File: src/rtl/dh_pkg.sv
// Shared types and geometry for the shot sequencer: FSM states, coordinate width,
// duck hit-box size and the no-wrap span test used by the mouse hit check.
package dh_pkg;
  localparam int COORD_W = 10;
  localparam int DUCK_W  = 64;
  localparam int DUCK_H  = 64;

  typedef logic [COORD_W-1:0] coord_t;

  typedef enum logic [2:0] {
    S_IDLE,
    S_ARM,
    S_BLACK,
    S_TARGET,
    S_MCHECK,
    S_RESULT,
    S_COOLDOWN
  } shot_state_t;

  // lo <= p < lo+w, evaluated one bit wider so a box near the right/bottom edge never wraps
  function automatic logic in_span(coord_t lo, coord_t p, int unsigned w);
    logic [COORD_W:0] lo_e, p_e, hi_e;
    lo_e = {1'b0, lo};
    p_e  = {1'b0, p};
    hi_e = lo_e + (COORD_W+1)'(w);
    return (p_e >= lo_e) && (p_e < hi_e);
  endfunction
endpackage

File: src/rtl/sync_edge.sv
// Two-flop synchroniser for an asynchronous level, plus a rising-edge strobe
// derived from the synchronised level.
module sync_edge (
  input  logic clk,
  input  logic rst,
  input  logic d,
  output logic level,
  output logic rise
);
  // [1:0] metastability chain, [2] previous synchronised level
  logic [2:0] sync_pipe;

  always_ff @(posedge clk) begin
    if (rst) sync_pipe <= '0;
    else     sync_pipe <= {sync_pipe[1:0], d};
  end

  assign level = sync_pipe[1];
  assign rise  = sync_pipe[1] & ~sync_pipe[2];
endmodule

File: src/rtl/shot_ctl.sv
// Shot sequencer: gun shots run a black frame then a white-target frame while the
// photodetector is watched; mouse shots use a direct box test. Tracks ammo per duck.
module shot_ctl
  import dh_pkg::*;
#(
  parameter int BLACK_FRAMES    = 1,
  parameter int TARGET_FRAMES   = 1,
  parameter int COOLDOWN_FRAMES = 10,
  parameter int SHOTS_PER_DUCK  = 3
) (
  input  logic         clk,
  input  logic         rst,
  input  logic         new_frame,
  input  logic         gun_trigger,
  input  logic         gun_photodetector,
  input  logic         mouse_left,
  input  logic [9:0]   mouse_x,
  input  logic [9:0]   mouse_y,
  input  logic [9:0]   duck_x,
  input  logic [9:0]   duck_y,
  input  logic         duck_show,
  output logic         flash_black,
  output logic         flash_target,
  output logic         duck_hit,
  output logic         shot_miss,
  output logic [1:0]   shots_left,
  output logic         busy
);
  localparam int         CNT_W = 8;
  localparam logic [1:0] AMMO  = 2'(SHOTS_PER_DUCK);

  shot_state_t      state, state_nx;
  logic [CNT_W-1:0] cnt, cnt_nx;
  logic             bad, bad_nx, seen, seen_nx, dropped, dropped_nx, hit_nx;
  logic [1:0]       shots_nx;
  logic             duck_show_q, mouse_q;
  logic [1:0]       sync_level, sync_rise;
  logic             trig_rise, trig_level, pd_level, unused_pd_rise;
  logic             mouse_rise, show_rise, show_fall, in_flash;

  // lane 0: trigger, lane 1: photodetector
  sync_edge u_sync [1:0] (
    .clk   (clk),
    .rst   (rst),
    .d     ({gun_photodetector, gun_trigger}),
    .level (sync_level),
    .rise  (sync_rise)
  );

  assign trig_level     = sync_level[0];
  assign trig_rise      = sync_rise[0];
  assign pd_level       = sync_level[1];
  assign unused_pd_rise = sync_rise[1];

  assign mouse_rise = mouse_left & ~mouse_q;
  assign show_rise  = duck_show & ~duck_show_q;
  assign show_fall  = ~duck_show & duck_show_q;
  assign in_flash   = (state == S_ARM) || (state == S_BLACK) || (state == S_TARGET);

  always_comb begin
    state_nx   = state;
    cnt_nx     = cnt;
    bad_nx     = bad;
    seen_nx    = seen;
    dropped_nx = dropped | (show_fall & in_flash);
    hit_nx     = 1'b0;
    shots_nx   = shots_left;

    case (state)
      S_IDLE: begin
        if ((trig_rise || mouse_rise) && duck_show && (shots_left != 2'd0)) begin
          state_nx   = trig_rise ? S_ARM : S_MCHECK;
          bad_nx     = 1'b0;
          seen_nx    = 1'b0;
          dropped_nx = 1'b0;
          shots_nx   = shots_left - 2'd1;
        end
      end
      S_ARM: begin
        if (new_frame) begin
          state_nx = S_BLACK;
          cnt_nx   = CNT_W'(BLACK_FRAMES);
        end
      end
      S_BLACK: begin
        // light during the black frame means the gun sees ambient light, not the screen
        if (pd_level) bad_nx = 1'b1;
        if (new_frame) begin
          if (cnt <= CNT_W'(1)) begin
            state_nx = S_TARGET;
            cnt_nx   = CNT_W'(TARGET_FRAMES);
          end else begin
            cnt_nx = cnt - CNT_W'(1);
          end
        end
      end
      S_TARGET: begin
        if (pd_level) seen_nx = 1'b1;
        if (new_frame) begin
          if (cnt <= CNT_W'(1)) begin
            state_nx = S_RESULT;
            hit_nx   = seen_nx & ~bad & ~dropped_nx;
          end else begin
            cnt_nx = cnt - CNT_W'(1);
          end
        end
      end
      S_MCHECK: begin
        state_nx = S_RESULT;
        hit_nx   = in_span(duck_x, mouse_x, DUCK_W) && in_span(duck_y, mouse_y, DUCK_H);
      end
      S_RESULT: begin
        state_nx = S_COOLDOWN;
        cnt_nx   = CNT_W'(COOLDOWN_FRAMES);
      end
      S_COOLDOWN: begin
        if (cnt != '0) begin
          if (new_frame) cnt_nx = cnt - CNT_W'(1);
        end else if (!trig_level && !mouse_left) begin
          state_nx = S_IDLE;
        end
      end
      default: state_nx = S_IDLE;
    endcase

    if (show_rise) shots_nx = AMMO;
  end

  // outputs are registered from the next state so they line up with the state register
  always_ff @(posedge clk) begin
    if (rst) begin
      state        <= S_IDLE;
      cnt          <= '0;
      bad          <= 1'b0;
      seen         <= 1'b0;
      dropped      <= 1'b0;
      shots_left   <= AMMO;
      duck_show_q  <= 1'b0;
      mouse_q      <= 1'b0;
      flash_black  <= 1'b0;
      flash_target <= 1'b0;
      duck_hit     <= 1'b0;
      shot_miss    <= 1'b0;
      busy         <= 1'b0;
    end else begin
      state        <= state_nx;
      cnt          <= cnt_nx;
      bad          <= bad_nx;
      seen         <= seen_nx;
      dropped      <= dropped_nx;
      shots_left   <= shots_nx;
      duck_show_q  <= duck_show;
      mouse_q      <= mouse_left;
      flash_black  <= (state_nx == S_BLACK);
      flash_target <= (state_nx == S_TARGET);
      duck_hit     <= (state_nx == S_RESULT) &  hit_nx;
      shot_miss    <= (state_nx == S_RESULT) & ~hit_nx;
      busy         <= (state_nx != S_IDLE);
    end
  end
endmodule

File: config.mk
export PLATFORM = sky130hd
export DESIGN_NAME = shot_ctl
export DESIGN_NICKNAME = d
export VERILOG_FILES = /design/src/rtl/dh_pkg.sv /design/src/rtl/sync_edge.sv /design/src/rtl/shot_ctl.sv
export SDC_FILE = /design/constraint.sdc
export NUM_CORES = 1
export LEC_CHECK = 0
export CAP_MARGIN = 20
export CORE_ASPECT_RATIO = 1.25
export CORE_MARGIN = 2
export CORE_UTILIZATION = 38
export DETAILED_ROUTE_END_ITERATION = 16
export HOLD_SLACK_MARGIN = 0.08
export PLACE_DENSITY_LB_ADDON = 0.2
export SYNTH_ARGS = -nofsm -noshare
export SYNTH_HDL_FRONTEND = slang
export SYNTH_SLANG_ARGS = --single-unit
File: constraint.sdc
create_clock -name clk -period 2.64 [get_ports clk]
set_input_delay 0.528 -clock clk [delete_from_list [all_inputs] [get_ports clk]]
set_output_delay 0.528 -clock clk [all_outputs]
set_load 0.005 [all_outputs]
==> qor.yml <==
cts_tree: "yes"
required_ps: 2850
syn_area_mm2: 0.002251
synth.top_cell.area_share: 0.2490
rsz0062_at_grt: "false"
crit_arrival_ps: 2560
area_growth_syn_to_layout_pct: 32.46
wl_per_cell_um: 12.41
stdcell_area_mm2: 0.002982
worst_slew_pin_slew_ps: 793.5
placed_cell_area_mm2: 0.002927
cts_hold_buf: 0
yosysSeqAreaShare: 0.2490
synth_fp_nets: 361
rows: 31
grt_pass1_vias: 2094
p_leak_nw: 1.293
post_synth.cell_area_avg_um2: 8.039
setup_viol: 0
post-cts-setup-buffer-count: 0
worst_slack_ps: 288.5
drt-pass1-iter-count: 4
synth_area_leaders: "dfxtp_1, ha_1, inv_1"
layout_min_cycle_time_ps: 2352
initial_utilization: 0.3895
dr_total_vias: 2203
grt_pass1_wl_mm: 8.956
status: "completed"
ys_ff_latch: 28
crit_path_end_kind: "register"
cts-root-buf: "clkbuf_8"
yosys_warnings: 0
fp.coreArea_mm2: 0.005779
clock-skew-final_ps: 5.030
wl_mm: 5.064
synth_cells: 280
clkSlewWorstSetupHoldPaths_ps: 90
numCtsBuffers: 3
cts_resized: 0
final_hold_viol_count: 0
synth_area_leader_cell: "dfxtp_1"
peakVddDrop_v: 0.0001936
power.density_mw_per_mm2: 389.2
clk_latency_ps: 280
portBuffers: 53
hpwl_mm: 4.222
worstSetupPathType: "reg -> reg"
antenna_found_initial: 0
cp-start-kind: "register"
path_max_fanout: 5
hold_class: "reg -> reg"
cts_sinks: 28
n_antenna_cell: 0
layout-drive-gt1-share: 0.08480
grt_start_max_net_pins: 20
post-place-ws_ps: -35.05
grt_use_total: 0.1632
fmax_mhz: 425.3
final_common_cell: "clkdlybuf4s50_1"
clockBufferDepth: 2
drc: 0
final.setup.tns_ps: 0
ant_nets: 0
finalCritPeriodShare: 0.8907
synthFlopType: "dfxtp_1"
fin_util: 0.5159
htreeDepth: 1
die_area_mm2: 0.006559
slew_headroom: 0.4661
drv_cap: 0
dieHeight_um: 90.05
drt_iter0_markers: 126
pin_count: 54
avgViaCountPerCell: 5.400
die_w_um: 72.84
synthArstFlopShare: 0
synthDistinctLibCells: 53
synth_edf_count: 0
gp_congestion: 0.8110
final_cell_mix: "clkdlybuf4s50_1, inv_1, ha_1"
nets: 424
grt.overflow.total: 0
power.total_mw: 1.160
slew_violations: 0
## cells in the mapped netlist (6+ instances only)
cell and instances:
clkbuf_1 7, dfxtp_1 28, nand3_1 9, ha_1 34
nor2_1 20, nor3_1 8, a21oi_1 24, nand2_1 13
nor2b_1 12, nand2b_1 6, o21ai_0 14, inv_1 34
## cell families (layout without fill, tap and decap cells)
family                     count (synthesis)  count (layout)  synth area share
adders and majority gates                 34              34            0.1890
and+or+nand+nor                           95              95            0.2457
buffers and inverters                     43             105           0.07560
DFF                                       28              28            0.2490
AOI/OAI and AO/OA                         75              75            0.2212
xor gates and xnor gates                   5               5           0.01945
## final timing paths
check,from,to,slack [ps],depth (start not counted)
max,cnt[1],cnt[6],290,8
min,u_sync[1].sync_pipe[0],u_sync[1].sync_pipe[1],450,1
max reg2reg,cnt[1],cnt[6],290,8
min reg2reg,u_sync[1].sync_pipe[0],u_sync[1].sync_pipe[1],450,1
## area by class of cell
type,count,area [µm²]
Multi-Input combinational cell,209,1520
Clock buffer,4,55.05
Timing Repair Buffer,67,635.6
Inverter,34,127.6
Sequential cell,28,560.5
Tap cell,66,82.58
Fill cell,564,2798
## routing by layer
metal	GRT usage	vias up	part of all wire
met4	0.05710	0	0.023
met2	0.2886	40	0.52
li1	-	1136	-
met1	0.1955	1018	0.42
met5	0	-	0
met3	0.02354	9	0.032
## power breakdown
group	switching, mW	internal [mW]	total, mW
registers	0.0225	0.444	0.467
logic	0.204	0.223	0.427
clock network	0.133	0.134	0.267
## metrics by stage
| step | cells | hold WS, ps |
|---|---|---|
| 5_1_grt | 408 | 475.6 |
| 6_report | 408 | 452.3 |
| 3_5_place_dp | 404 | 436.8 |
| 3_3_place_gp | 404 | 425.6 |
| 4_1_cts | 408 | 458.5 |
| 2_1_floorplan | 280 | 413.8 |
## worst max-delay path, stage by stage, from the launching register on
cell and delay, ps:
dfxtp_1 370, inv_1 110, ha_1 210, nor2_1 300, nor4_4 70, o22ai_1 260, a32oi_4 120, or4b_2 690
a21oi_1 160
## flip-flops by register name, summed over array words and instances (netlist names)
| signal | count |
|---|---|
| cnt | 8 |
| u_sync.sync_pipe | 5 |
| state | 3 |
| shots_left | 2 |
| bad | 1 |
| busy | 1 |
| dropped | 1 |
| duck_hit | 1 |
| duck_show_q | 1 |
| flash_black | 1 |
| flash_target | 1 |
| mouse_q | 1 |
| seen | 1 |
| shot_miss | 1 |
Power figures use the tool's default switching activity.
